==> config.mk <==
export PLATFORM = sky130hd
export DESIGN_NAME = paddle_input_conditioner
export DESIGN_NICKNAME = d
export VERILOG_FILES = /design/src/rtl/paddle_input_conditioner.sv
export SDC_FILE = /design/constraint.sdc
export NUM_CORES = 1
export LEC_CHECK = 0
export CAP_MARGIN = 20
export CORE_ASPECT_RATIO = 1.5
export CORE_MARGIN = 2
export CORE_UTILIZATION = 58
export CTS_BUF_LIST = sky130_fd_sc_hd__clkbuf_8 sky130_fd_sc_hd__clkbuf_16
export DETAILED_ROUTE_END_ITERATION = 6
export PLACE_DENSITY = 0.76
export SYNTH_ARGS = -nofsm -noshare
export SYNTH_HDL_FRONTEND = slang
export SYNTH_SLANG_ARGS = --single-unit
export TNS_END_PERCENT = 5
==> constraint.sdc <==
create_clock -name clk -period 2.6 [get_ports clk]
set_input_delay 0.39 -clock clk [delete_from_list [all_inputs] [get_ports clk]]
set_output_delay 0.39 -clock clk [all_outputs]
set_load 0.005 [all_outputs]
==> src/rtl/paddle_input_conditioner.sv <==
// Turns raw left/right paddle buttons into debounced levels and rate-limited,
// mutually exclusive single-cycle move pulses for the paddle stage.
module paddle_input_conditioner #(
  parameter int DEBOUNCE_CYCLES = 250000,
  parameter int MOVE_PERIOD     = 100000
) (
  input  logic clk,
  input  logic rst_n,
  input  logic game_run,
  input  logic left_btn_raw,
  input  logic right_btn_raw,
  output logic left_level,
  output logic right_level,
  output logic left_move,
  output logic right_move
);

  localparam int DW = $clog2(DEBOUNCE_CYCLES + 1);
  localparam int RW = $clog2(MOVE_PERIOD);
  localparam logic [DW-1:0] DB_LAST   = DW'(DEBOUNCE_CYCLES - 1);
  localparam logic [RW-1:0] RATE_LAST = RW'(MOVE_PERIOD - 1);

  typedef enum logic [1:0] {DIR_NONE, DIR_LEFT, DIR_RIGHT} dir_t;
  typedef enum logic {IDLE, REPEAT} state_t;

  // Bit 0 is the left button, bit 1 the right button throughout.
  logic [1:0]    meta;
  logic [1:0]    sync;
  logic [1:0]    level;
  logic [DW-1:0] db_cnt [2];

  state_t        state;
  state_t        state_next;
  dir_t          dir;
  dir_t          prev_dir;
  dir_t          prev_dir_next;
  logic [RW-1:0] rate_cnt;
  logic [RW-1:0] rate_next;
  logic          active;
  logic          pulse;

  always_ff @(posedge clk or negedge rst_n) begin
    if (!rst_n) begin
      meta <= '0;
      sync <= '0;
    end else begin
      meta <= {right_btn_raw, left_btn_raw};
      sync <= meta;
    end
  end

  // The level only flips after sync has disagreed with it for a full window.
  always_ff @(posedge clk or negedge rst_n) begin
    if (!rst_n) begin
      level <= '0;
      for (int i = 0; i < 2; i++) db_cnt[i] <= '0;
    end else begin
      for (int i = 0; i < 2; i++) begin
        if (sync[i] == level[i]) begin
          db_cnt[i] <= '0;
        end else if (db_cnt[i] == DB_LAST) begin
          level[i]  <= sync[i];
          db_cnt[i] <= '0;
        end else begin
          db_cnt[i] <= db_cnt[i] + DW'(1);
        end
      end
    end
  end

  assign left_level  = level[0];
  assign right_level = level[1];

  always_comb begin
    dir = DIR_NONE;
    if (level[0] && !level[1])      dir = DIR_LEFT;
    else if (level[1] && !level[0]) dir = DIR_RIGHT;
  end

  assign active = game_run && (dir != DIR_NONE);

  always_ff @(posedge clk or negedge rst_n) begin
    if (!rst_n) state <= IDLE;
    else        state <= state_next;
  end

  always_comb begin
    state_next = state;
    case (state)
      IDLE:    if (active)  state_next = REPEAT;
      REPEAT:  if (!active) state_next = IDLE;
      default: state_next = IDLE;
    endcase
  end

  // A direction change without passing NONE restarts the period with a pulse.
  always_comb begin
    pulse         = 1'b0;
    rate_next     = '0;
    prev_dir_next = prev_dir;
    case (state)
      IDLE: begin
        if (active) begin
          pulse         = 1'b1;
          prev_dir_next = dir;
        end
      end
      REPEAT: begin
        if (active) begin
          if (dir != prev_dir) begin
            pulse         = 1'b1;
            prev_dir_next = dir;
          end else if (rate_cnt == RATE_LAST) begin
            pulse = 1'b1;
          end else begin
            rate_next = rate_cnt + RW'(1);
          end
        end
      end
      default: begin
        pulse = 1'b0;
      end
    endcase
  end

  always_ff @(posedge clk or negedge rst_n) begin
    if (!rst_n) begin
      rate_cnt   <= '0;
      prev_dir   <= DIR_NONE;
      left_move  <= 1'b0;
      right_move <= 1'b0;
    end else begin
      rate_cnt   <= rate_next;
      prev_dir   <= prev_dir_next;
      left_move  <= pulse && (dir == DIR_LEFT);
      right_move <= pulse && (dir == DIR_RIGHT);
    end
  end

endmodule
==> out/results.ini <==
[outcome]
outcome = finished clean

[place]
portBuffers = 8
dp.cells = 370
pre_cts_ws_ns = 0.477
gp_congestion = 0.786
hpwl_um = 3680

[timing]
period_needed_ns = 2.14
skew_ns = 0.00522
slew_viol_final = 0
fmax_mhz = 467
setup_viol = 0
period_share_pct = 82.3
tns_ns = 0
worst_pin_slew_ns = 0.776
hold_viol_final = 0
setup_ws_ns = 0.460
rsz0062_at_grt = false
slew_headroom_pct = 48.3

[yosys]
async_flop_share_pct = 100
synth-main-ff-cell = dfrtp_1
syn-instance-count = 296
synth_nets = 308
postSynthAreaPerCell_um2 = 10.3
synth.distinct_cells = 34
synth-edff-count = 0
synthTopCellsByArea = dfrtp_1, xnor2_1, nor2_1
synth.most_common_cell = dfrtp_1
synth-seq-cells = 64
post-synth-top-area-fraction_pct = 52.4
ys.warnings.count = 0
synth_top_area_cell = dfrtp_1
yosys-top-cells-count = dfrtp_1, nor2_1, xnor2_1
synth_area_um2 = 3060
ys_seq_area_share_pct = 52.4

[final_layout]
fin_util_pct = 66.4
layout-drive-gt1-share_pct = 8.49
area_delta_synth_final_pct = 11.2
final_nets = 325
antennaDiodeCount = 0
final_cells = 386

[critical_path]
cp.required_ns = 2.86
r2r_cells = 6
r2r_start = level[0]
cp-endpoint = rate_cnt[15]
crit_arrival_ns = 2.40
startpoint_type = flop
critPathMaxFanout = 16
timing.rr.end = rate_cnt[15]
cp-startpoint = level[0]
crit_path_end_kind = flop
r2r_slack_ns = 0.46
worstSetupPathType = reg -> reg

[cts]
htreeDepth = 3
postCtsSetupBuffers = 0
cts_buffers = 9
cts_hold_buf = 0
cts_buffer_depth = 2
clk_pin_slew_ns = 0.07
cts-root-buf = clkbuf_8
worstSkewPairLatency_ns = 0.35
cts_sinks = 64
cts_resized = 0
cts_tree = done

[pwr]
max-vdd-ir-drop_uv = 436
power.density_nw_per_um2 = 548
p_leak_nw = 1.35
total_power_mw = 1.86

[floorplanning]
die_area_um2 = 5880
pin_count = 9
rows = 32
core_um2 = 5120
fp.dieW_um = 63.3
die_y_um = 92.9
start_util_pct = 59.7

[drt]
drt-vias-per-instance = 5.72
via_count = 2207
wl_per_cell_um = 14.2
firstDrtPassIters = 4
drc = 0
routed_wl_um = 5480
ant_nets = 0
drtIter0Drc = 187

[global_route]
grt_pass1_vias = 2222
grt_max_degree = 65
antenna_found_initial = 0
grt_use_total_pct = 21.8
grt_pass1_wl_um = 9920
grt_overflow_total = 0

[worst_hold_path]
hold_path_class = in -> async

[run]
drv_cap = 0

## state kept, by name (all words and copies together) (netlist names)
name	flops
level	2
prev_dir	2
state	1
meta	2
sync	2
left_move	1
db_cnt	36
rate_cnt	17
right_move	1
## layout make-up
class / instances / area (um2)
clock buffers: 9 / 124
clock inverters: 7 / 56.3
fillers: 422 / 1720
inverters: 12 / 45.0
multi-input cells: 214 / 1380
flip-flops and latches: 64 / 1600
well taps: 68 / 85.1
repair buffers: 12 / 105
## layer usage
metal	vias to the layer above	GRT usage, %	share of wire (%)
met4	0	8.70	1.9
met1	1109	26.1	44
li1	1062	-	-
met3	10	6.20	2.9
met5	-	0	0
met2	26	36.8	51
## cells by family after synthesis
kind of cell | count (synthesis) | synth area share [%]
simple gates | 144 | 24.8
flops | 64 | 52.4
xor+xnor | 45 | 12.9
buf+inv | 18 | 2.41
compound gates | 13 | 2.86
fa+ha+maj | 7 | 2.86
mux | 5 | 1.80
## power by group
part	leakage (nW)	switching, mW	total (mW)	internal (mW)
Combinational	0.368	0.0348	0.0523	0.0176
Sequential	0.880	0.00893	1.02	1.01
Clock	0.107	0.369	0.796	0.427
Total	1.35	0.413	1.86	1.45
## how the worst min path moves through the flow
| stage | end | startpoint | slack [ns] |
|---|---|---|---|
| detailed placement | sync[0] | meta[0] | 0.35 |
| global route | db_cnt[35] | rst_n | 0.30 |
| CTS | db_cnt[35] | rst_n | 0.25 |
| floorplan | db_cnt[0] | rst_n | 0.09 |
| finish | db_cnt[35] | rst_n | 0.20 |
| global placement | sync[0] | meta[0] | 0.35 |
## per-stage QoR
step	hold WS (ns)	cell area [um2]
after floorplan	0.0944	3060
after global placement	0.352	3220
after detailed placement	0.352	3220
after CTS	0.245	3400
after global routing	0.300	3400
final	0.203	3400
## critical path, stage by stage, from the launching register on
cell and delay (ns):
dfrtp_1 0.46, inv_1 0.10, ha_1 0.30, nor2b_1 0.32, nand4_1 0.17, nand2b_1 0.45, a21oi_1 0.26
## layout by cell type, fill, tap and decap left out, types with 2 or more instances in the layout
cell and n:
clkbuf_8 9, nand3_1 18, buf_4 4, inv_1 15, or3_1 4, ha_1 7
clkdlybuf4s50_1 7, nand4_1 13, o21ai_0 4, clkinv_2 3, nor2_1 53, nand2_1 10
xnor2_1 33, nor4_1 13, and4_1 3, dfrtp_1 64, a21oi_1 6, mux2_2 4
nor4b_1 4, or4_1 2, nor3_1 11, and3_1 4, xor2_1 12, nor4bb_1 2
(Power assumes the default switching activity.)
